===== config.mk =====
export PLATFORM = sky130hd
export DESIGN_NAME = rvv_lane_collector
export DESIGN_NICKNAME = d
export VERILOG_FILES = /design/src/rtl/rvv_pkg.sv /design/src/rtl/rvv_lane_merge.sv /design/src/rtl/rvv_lane_collector.sv
export SDC_FILE = /design/constraint.sdc
export NUM_CORES = 1
export LEC_CHECK = 0
export CORE_MARGIN = 8
export CORE_UTILIZATION = 45
export DETAILED_ROUTE_END_ITERATION = 8
export MAX_ROUTING_LAYER = met4
export PLACE_DENSITY = 0.69
export SYNTH_ARGS = -nofsm -noshare
export SYNTH_HDL_FRONTEND = slang
export SYNTH_HIERARCHICAL = 1
export SYNTH_SLANG_ARGS = --single-unit

===== constraint.sdc =====
create_clock -name clk -period 9.6 [get_ports clk]
set_input_delay 1.44 -clock clk [delete_from_list [all_inputs] [get_ports clk]]
set_output_delay 1.44 -clock clk [all_outputs]
set_load 0.01 [all_outputs]

===== src/rtl/rvv_pkg.sv =====
// rtl/rvv_pkg.sv - shared encodings for the vector lane collector
package rvv_pkg;
  typedef enum logic [1:0] {
    ST_IDLE    = 2'd0,
    ST_COLLECT = 2'd1,
    ST_WRITE   = 2'd2
  } state_t;

  localparam logic [2:0] VSEW_E8  = 3'd0;
  localparam logic [2:0] VSEW_E16 = 3'd1;
  localparam logic [2:0] VSEW_E32 = 3'd2;
  localparam logic [2:0] VSEW_E64 = 3'd3;

  localparam int IDX_W     = 17;
  localparam int WB_ADDR_W = 5;
endpackage


===== src/rtl/rvv_lane_merge.sv =====
// rtl/rvv_lane_merge.sv - per-lane write enable and VLEN-wide placement of one result chunk
module rvv_lane_merge
  import rvv_pkg::*;
#(
  parameter int VLEN       = 128,
  parameter int LANE_WIDTH = 3
) (
  input  logic [2:0]                  vsew,
  input  logic [IDX_W-1:0]            vl,
  input  logic                        mask_en,
  input  logic [VLEN-1:0]             v0,
  input  logic                        valid,
  input  logic [IDX_W-1:0]            idx,
  input  logic [3:0]                  in_reg_offset,
  input  logic [(1<<LANE_WIDTH)-1:0]  data,
  output logic [VLEN-1:0]             wmask,
  output logic [VLEN-1:0]             wdata
);
  localparam int LW    = 1 << LANE_WIDTH;
  localparam int VIDXW = $clog2(VLEN);

  logic [31:0]     sew;
  logic [31:0]     cw;
  logic [31:0]     pos;
  logic            mask_bit;
  logic            en;
  logic [VLEN-1:0] chunk_mask;
  logic [VLEN-1:0] chunk_data;

  always_comb begin
    sew = 32'd8 << vsew;
    cw  = (sew < 32'(LW)) ? sew : 32'(LW);
    // Sub-element chunk offset only matters when an element spans several lane beats
    pos = 32'(idx) * sew + ((sew > 32'(LW)) ? 32'(in_reg_offset) * 32'(LW) : 32'd0);
    mask_bit = (32'(idx) < 32'(VLEN)) ? v0[idx[VIDXW-1:0]] : 1'b0;
    en = valid && (idx < vl) && (!mask_en || mask_bit) && (pos + cw <= 32'(VLEN));

    chunk_mask = '0;
    chunk_data = '0;
    for (int b = 0; b < LW; b++) begin
      if (32'(b) < cw) begin
        chunk_mask[b] = 1'b1;
        chunk_data[b] = data[b];
      end
    end

    wmask = en ? (chunk_mask << pos) : '0;
    wdata = en ? (chunk_data << pos) : '0;
  end
endmodule


===== src/rtl/rvv_lane_collector.sv =====
// rtl/rvv_lane_collector.sv - merges lane results into a destination buffer and writes it back
module rvv_lane_collector
  import rvv_pkg::*;
#(
  parameter int VLEN       = 128,
  parameter int LANE_WIDTH = 3,
  parameter int NB_LANES   = 1
) (
  input  logic                     clk,
  input  logic                     resetn,
  input  logic                     start,
  input  logic [2:0]               vsew,
  input  logic [IDX_W-1:0]         vl,
  input  logic                     mask_en,
  input  logic [WB_ADDR_W-1:0]     vd_addr,
  input  logic [VLEN-1:0]          old_vd,
  input  logic [VLEN-1:0]          v0,
  input  logic [64*(1<<NB_LANES)-1:0]    lane_vd,
  input  logic [IDX_W*(1<<NB_LANES)-1:0] lane_idx,
  input  logic [(1<<NB_LANES)-1:0] lane_valid,
  input  logic [3:0]               in_reg_offset,
  input  logic                     alu_done,
  output logic                     busy,
  output logic                     wb_valid,
  input  logic                     wb_ready,
  output logic [WB_ADDR_W-1:0]     wb_addr,
  output logic [VLEN-1:0]          wb_data,
  output logic                     done
);
  localparam int L  = 1 << NB_LANES;
  localparam int LW = 1 << LANE_WIDTH;

  state_t               state;
  logic [VLEN-1:0]      buffer;
  logic [VLEN-1:0]      buf_next;
  logic [2:0]           vsew_q;
  logic [IDX_W-1:0]     vl_q;
  logic                 mask_q;
  logic [VLEN-1:0]      v0_q;
  logic [WB_ADDR_W-1:0] addr_q;
  logic [VLEN-1:0]      wmask [L];
  logic [VLEN-1:0]      wdata [L];

  for (genvar g = 0; g < L; g++) begin : g_lane
    rvv_lane_merge #(
      .VLEN       (VLEN),
      .LANE_WIDTH (LANE_WIDTH)
    ) u_merge (
      .vsew          (vsew_q),
      .vl            (vl_q),
      .mask_en       (mask_q),
      .v0            (v0_q),
      .valid         (lane_valid[g]),
      .idx           (lane_idx[IDX_W*g +: IDX_W]),
      .in_reg_offset (in_reg_offset),
      .data          (lane_vd[64*g +: LW]),
      .wmask         (wmask[g]),
      .wdata         (wdata[g])
    );
    if (LW < 64) begin : g_spare
      logic spare_unused;
      assign spare_unused = ^lane_vd[64*g+LW +: 64-LW];
    end
  end

  // Lanes target disjoint bits, so sequential folding is order-independent
  always_comb begin
    buf_next = buffer;
    for (int k = 0; k < L; k++) begin
      buf_next = (buf_next & ~wmask[k]) | wdata[k];
    end
  end

  always_ff @(posedge clk or negedge resetn) begin
    if (!resetn) begin
      state    <= ST_IDLE;
      buffer   <= '0;
      vsew_q   <= '0;
      vl_q     <= '0;
      mask_q   <= 1'b0;
      v0_q     <= '0;
      addr_q   <= '0;
      busy     <= 1'b0;
      wb_valid <= 1'b0;
      done     <= 1'b0;
    end else begin
      done <= 1'b0;
      case (state)
        ST_IDLE: begin
          if (start) begin
            buffer <= old_vd;
            vsew_q <= vsew;
            vl_q   <= vl;
            mask_q <= mask_en;
            v0_q   <= v0;
            addr_q <= vd_addr;
            busy   <= 1'b1;
            state  <= ST_COLLECT;
          end
        end
        ST_COLLECT: begin
          buffer <= buf_next;
          if (alu_done) begin
            wb_valid <= 1'b1;
            state    <= ST_WRITE;
          end
        end
        ST_WRITE: begin
          if (wb_ready) begin
            wb_valid <= 1'b0;
            done     <= 1'b1;
            busy     <= 1'b0;
            state    <= ST_IDLE;
          end
        end
        default: begin
          wb_valid <= 1'b0;
          busy     <= 1'b0;
          state    <= ST_IDLE;
        end
      endcase
    end
  end

  assign wb_addr = addr_q;
  assign wb_data = buffer;
endmodule

# ---- Word level (Yosys, flattened, before mapping)
# Cells that the tools add are included.
dict set report classes {
  add_sub_neg 4
  mul 2
  order_cmp 18
  eq_ne 5
  n_shift 5
  n_mux 49
  bitwise_logic 8
  n_reduce_logical 16
}
# op n
set ops {}
lappend ops {{128-bit 2-to-1 mux} 5}
lappend ops {{8-bit by 32-bit << shifter with 128-bit output} 4}
lappend ops {{128-bit bitwise AND} 2}
lappend ops {{128-bit inverter} 2}
lappend ops {{128-bit OR} 2}
lappend ops {{128-bit one-hot mux with 2 select lines} 1}
lappend ops {{3-bit by 32-bit < comparator with 1-bit output, first input constant} 4}
lappend ops {{32-bit adder} 3}
lappend ops {{32-bit by 8-bit <= comparator with 1-bit output, second input constant} 2}
lappend ops {{1-bit by 32-bit < comparator with 1-bit output, first input constant} 2}
lappend ops {{2-bit by 32-bit < comparator with 1-bit output, first input constant} 2}
lappend ops {{17-bit by 32-bit multiplier with 32-bit output} 2}
lappend ops {{17-bit < comparator} 2}
lappend ops {{17-bit by 8-bit < comparator with 1-bit output, second input constant} 2}
lappend ops {{1-bit 2-to-1 mux} 33}
lappend ops {{32-bit by 7-bit adder with 32-bit output} 1}
lappend ops {{32-bit by 4-bit > comparator with 1-bit output, second input constant} 1}
lappend ops {{32-bit by 4-bit < comparator with 1-bit output, second input constant} 1}
lappend ops {{32-bit 2-to-1 mux} 1}
lappend ops {{4-bit by 3-bit << shifter with 32-bit output, first input constant} 1}
lappend ops {{7-bit by 8-bit < comparator with 1-bit output, second input constant} 2}
lappend ops {{1-bit binary-select mux with 7-bit select} 2}
lappend ops {{3-bit AND reduction} 3}
lappend ops {{7-bit 2-to-1 mux} 1}
lappend ops {{13 further kinds} 26}
dict set report totals {
  register_bits 287
  in_bits 455
  output_inout_bits 136
  elab_cells 117
}

# ---- Logic depth before layout (Yosys ltp)
dict set report depth {
  depth_word 14
  mapped_depth 33
  depth_no_buf 27
}

# ---- Hierarchy
# The synthesis kept the hierarchy.
# module n_inst cells_per_inst area_per_inst_um2 seq_area_each_um2
set by_module_without_submodules {}
lappend by_module_without_submodules {rvv_lane_collector 1 1504 13839.5 7181.9}
lappend by_module_without_submodules {{rvv_lane_merge (g_lane[1].u_merge)} 1 1441 11235.8 0.0}
lappend by_module_without_submodules {{rvv_lane_merge (g_lane[0].u_merge)} 1 1282 10052.1 0.0}

# ---- Worst setup path after synthesis
# Ideal clock, no wire load.
dict set report synth_path {
  kind {input port to flip-flop}
  start {in lane_idx[19]}
  end {reg buffer[121], in the netlist wb_data[121]}
  setup_ns 0.124
  t_arrival_ns 8.528
  required_time_ns 9.476
  slack_ns 0.948
  cell_stages 29
  n_path_buf 6
  path_cell_list {clkbuf_1 clkbuf_1 and2_1 fa_1 inv_1 fa_1 inv_1 ha_1 inv_1 fa_1 fa_1 fa_1 inv_1 ha_1 buf_4 nand2_2 a211oi_4 o211a_1 nor3_1 or4_1 nor4_1 nand4_1 or4_1 buf_2 clkbuf_1 nor4_1 buf_4 o21bai_1 a21oi_1}
}
# element line_no
set synth_rtl {}
lappend synth_rtl {{start: declaration} rvv_lane_collector.sv:19} ;# input logic [IDX_W*(1<<NB_LANES)-1:0] lane_idx,
lappend synth_rtl {{end signal: assignment} rvv_lane_collector.sv:91} ;# buffer <= old_vd;
lappend synth_rtl {{end signal: assignment} rvv_lane_collector.sv:102} ;# buffer <= buf_next;
lappend synth_rtl {{end: declaration} rvv_lane_collector.sv:34} ;# logic [VLEN-1:0] buffer;

# ---- Worst setup path in the final report
dict set report layout_path {
  start {in lane_idx[25]}
  end {reg buffer[11], in the netlist wb_data[11]}
}
dict set report layout_via {
  elab_chain_len 10
}
# element line_no
set layout_rtl {}
lappend layout_rtl {{17-bit by 32-bit multiplier with 32-bit output / 17-bit by 8-bit < comparator with 1-bit output (equally long branches)} {rvv_lane_merge.sv:34, rvv_lane_merge.sv:35}}
lappend layout_rtl {{32-bit by 7-bit adder with 32-bit output / 1-bit 2-to-1 mux (equally long branches)} {rvv_lane_merge.sv:34, rvv_lane_merge.sv:35}}
lappend layout_rtl {{32-bit adder / 1-bit logical OR (equally long branches)} rvv_lane_merge.sv:36} ;# en = valid && (idx < vl) && (!mask_en || mask_bit) && (pos + cw <= 32'(VLEN));
lappend layout_rtl {{32-bit by 8-bit <= comparator with 1-bit output / 1-bit logical AND (equally long branches)} rvv_lane_merge.sv:36}
lappend layout_rtl {{1-bit logical AND} rvv_lane_merge.sv:36}
lappend layout_rtl {{128-bit 2-to-1 mux} rvv_lane_merge.sv:47} ;# wmask = en ? (chunk_mask << pos) : '0;
lappend layout_rtl {{128-bit inverter} rvv_lane_collector.sv:70} ;# buf_next = (buf_next & ~wmask[k]) | wdata[k];
lappend layout_rtl {{128-bit bitwise AND} rvv_lane_collector.sv:70}
lappend layout_rtl {{128-bit OR (*)} rvv_lane_collector.sv:70}
lappend layout_rtl {{128-bit one-hot mux with 2 select lines (*)} rvv_lane_collector.sv:88} ;# case (state)
# Every way passes the cells marked *; elsewhere a longest branch is shown, timed or not.
# A chain may end at the register's enable or synchronous reset.

==> flow_summary.yaml <==
final_layout:
  multi_input_area_um2: 23600
  final_cell_mix: "nand2_1 (663), clkdlybuf4s50_1 (473), inv_1 (354)"
  fin_area_um2: 40800
  regArea_um2: 7180
  fillCellCount: 7293
  layout-drive-gt1-share_pct: 10.9
  num-nets-final: 5321
  syn_to_final_growth_pct: 16.1
  layout_commonest_cell: "nand2_1"
detailed_routing:
  drt_iter0_drc: 3231
  wl_per_cell_um: 22.4
  num_vias: 31800
  drc: 0
  via_per_inst: 5.81
  ant_nets: 0
  wirelength_um: 123000
  dr.pass1.iters: 6
critical_path:
  path_max_fanout: 22
  rr_worst_depth: 26
  crit_arrival_ns: 9.74
  cp_top_family: "adder cells"
  crit_type: "input pin to flop"
  crit_slowest_cell: "nor4_1"
  reg2reg_from: "vsew_q[2]"
  r2r_end: "wb_data[11]"
  worstSetupEndpointType: "flop"
  cp.buffers_inverters: 7
  crit_path_start_kind: "input pin"
  worst_ep_required_time_ns: 10.05
  ff2ff_setup_slack_ns: 0.44
  max_stage_delay_ns: 1.09
pwr:
  p_leak_nw: 18.0
  total_power_mw: 14.4
  ir_drop_mv: 0.264
  power.density_nw_per_um2: 354
placed_design:
  gp_congestion: 0.947
  io_buffers: 478
  hpwl_um: 93300
  place_area_um2: 39600
  dp_slack_ns: -0.0784
grt:
  grt_usage_pct: 28.4
  gr-usage-met1_pct: 37.4
  grt_use_met3_pct: 5.17
  grt-busiest-layer: "met2"
  grt_pass1_vias: 31800
  overflow: 0
  grt_pass1_wl_um: 189000
  grt_max_degree: 146
  grt_util_met2_pct: 43.6
  antenna_found_initial: 8
sta:
  max_freq_mhz: 108
  fin_crit_ns: 9.29
  clock_skew_ns: 0.0205
  finalHoldViolations: 0
  setup_violations: 0
  worst_pin_slew_ns: 1.37
  grt_setup_unrepaired: "false"
  fin_crit_sh_pct: 96.8
  hold_ws_ns: 0.472
  slew_headroom_pct: 7.61
  setup_slack_ns: 0.306
  slew_viol_final: 0
clock_network:
  htreeDepth: 2
  clock_tree.buffer_depth: 3
  cts-resized-gates: 0
  clk_latency_ns: 0.57
  cts_made_buffers: 37
  cts_tree: "yes"
  cts_root_buf: "clkbuf_16"
  cts_setup_buffers: 0
  postCtsHoldBufs: 0
  numClockSinks: 287
  clk_pin_slew_worst_paths_ns: 0.06
min_path:
  hold_path.startpoint: "wb_addr[1]"
  hold_end: "wb_addr[1]"
  hp-class: "flop to flop"
  worstHoldPathCells: 2
logic_synthesis:
  synth.area.top_cells: "dfrtp_1 (20%), fa_1 (11%), ha_1 (9.6%)"
  syn_inst: 4227
  async_flop_share_pct: 100
  synth-seq-cells: 287
  yosysTopAreaCellShare_pct: 20.4
  synth_edf_count: 0
  synth_flop_cell: "dfrtp_1"
  yosysTopAreaCell: "dfrtp_1"
  syn_avg_cell_area_um2: 8.31
  ys_types: 89
  synth.cell_area_um2: 35100
  yosysSeqAreaShare_pct: 20.4
  yosysWarnings: 6
floorplanning:
  dieWidth_um: 295
  start_util_pct: 45.4
  fp-row-count: 102
  core_um2: 77300
  ios: 591
  dieArea_um2: 87300
  die_h_um: 295
outcome:
  status: "finished clean"
job:
  maxCapViolCount: 0
## sequential cells by signal (all words and copies together) (netlist names)
register,count
wb_valid,1
wb_addr,5
wb_data,128
v0_q,128
done,1
vl_q,17
busy,1
mask_q,1
state,2
vsew_q,3
## kinds of logic (layout without fill, tap and decap cells)
group | after synthesis | after routing | share of synthesized area [%]
other cells | 4 | 27 | 0.0427
compound gates | 669 | 669 | 14.0
flops | 287 | 287 | 20.4
simple gates | 1814 | 1814 | 27.1
fa+ha+maj | 460 | 460 | 20.4
mux | 86 | 86 | 4.51
xor+xnor | 37 | 37 | 0.923
buf+inv | 870 | 1058 | 12.6
## worst register-to-register path: cells and delay by family, from the launching register on
kind | cells | cell delay, ns
buf+inv | 6 | 0.83
compound gates | 5 | 1.23
simple gates | 8 | 2.84
flops | 1 | 0.81
fa+ha+maj | 7 | 3.32
## synth_stat cells (all sizes together) (18+ instances only)
library cell  number
clkbuf           176
fa               190
dfrtp            287
a21o              24
nor2b            147
nor2             191
nand3            128
mux4              57
inv              355
nand2b            23
nand4             24
mux2i             22
xor2              20
a21oi            201
o21ai             56
and2             233
o22ai            125
ha               270
nand2            664
nor4             301
o21bai           136
nor3              28
a211oi            18
buf              338
## power by group
group	internal [mW]	switching (mW)	leakage, nW
clock	0.839	0.594	0.612
combinational	4.07	6.50	14.1
sequential	1.79	0.636	3.34
total	6.70	7.73	18.0
## per-layer routing
| metal | vias to the layer above | wire [um] |
|---|---|---|
| li1 | 14600 | - |
| met1 | 15500 | 51600 |
| met2 | 1498 | 56400 |
| met3 | 258 | 10400 |
| met4 | 0 | 4630 |
| met5 | - | 0 |
## metrics by stage
step                utilization, %  instances  setup TNS [ns]
CTS                           52.7       5469               0
detailed placement            51.1       5407          -0.558
global placement              51.1       5407               0
floorplan                        -       4241               0
global route                  52.7       5477               0
finish                        52.8       5478               0
## final cells by class
cell class | instances | share of cell area, %
multi-input cells | 3084 | 58.0
flip-flops and latches | 287 | 17.6
repair buffers | 640 | 14.9
inverters | 356 | 3.28
well taps | 1040 | 3.19
clock buffers | 48 | 2.62
clock inverters | 14 | 0.374
diodes | 9 | 0.0552
## worst max-delay path by stage
stage	from	to	slack, ns	depth (start not counted)
5_1_grt	lane_idx[25]	wb_data[10]	0.02	26
6_report	lane_idx[25]	wb_data[11]	0.31	26
2_1_floorplan	lane_idx[19]	wb_data[121]	0.95	29
4_1_cts	lane_idx[25]	wb_data[14]	0.54	26
3_3_place_gp	lane_idx[26]	wb_data[11]	0.02	26
3_5_place_dp	lane_idx[26]	wb_data[13]	-0.08	26
No activity file was read; power rests on OpenSTA's default activity.
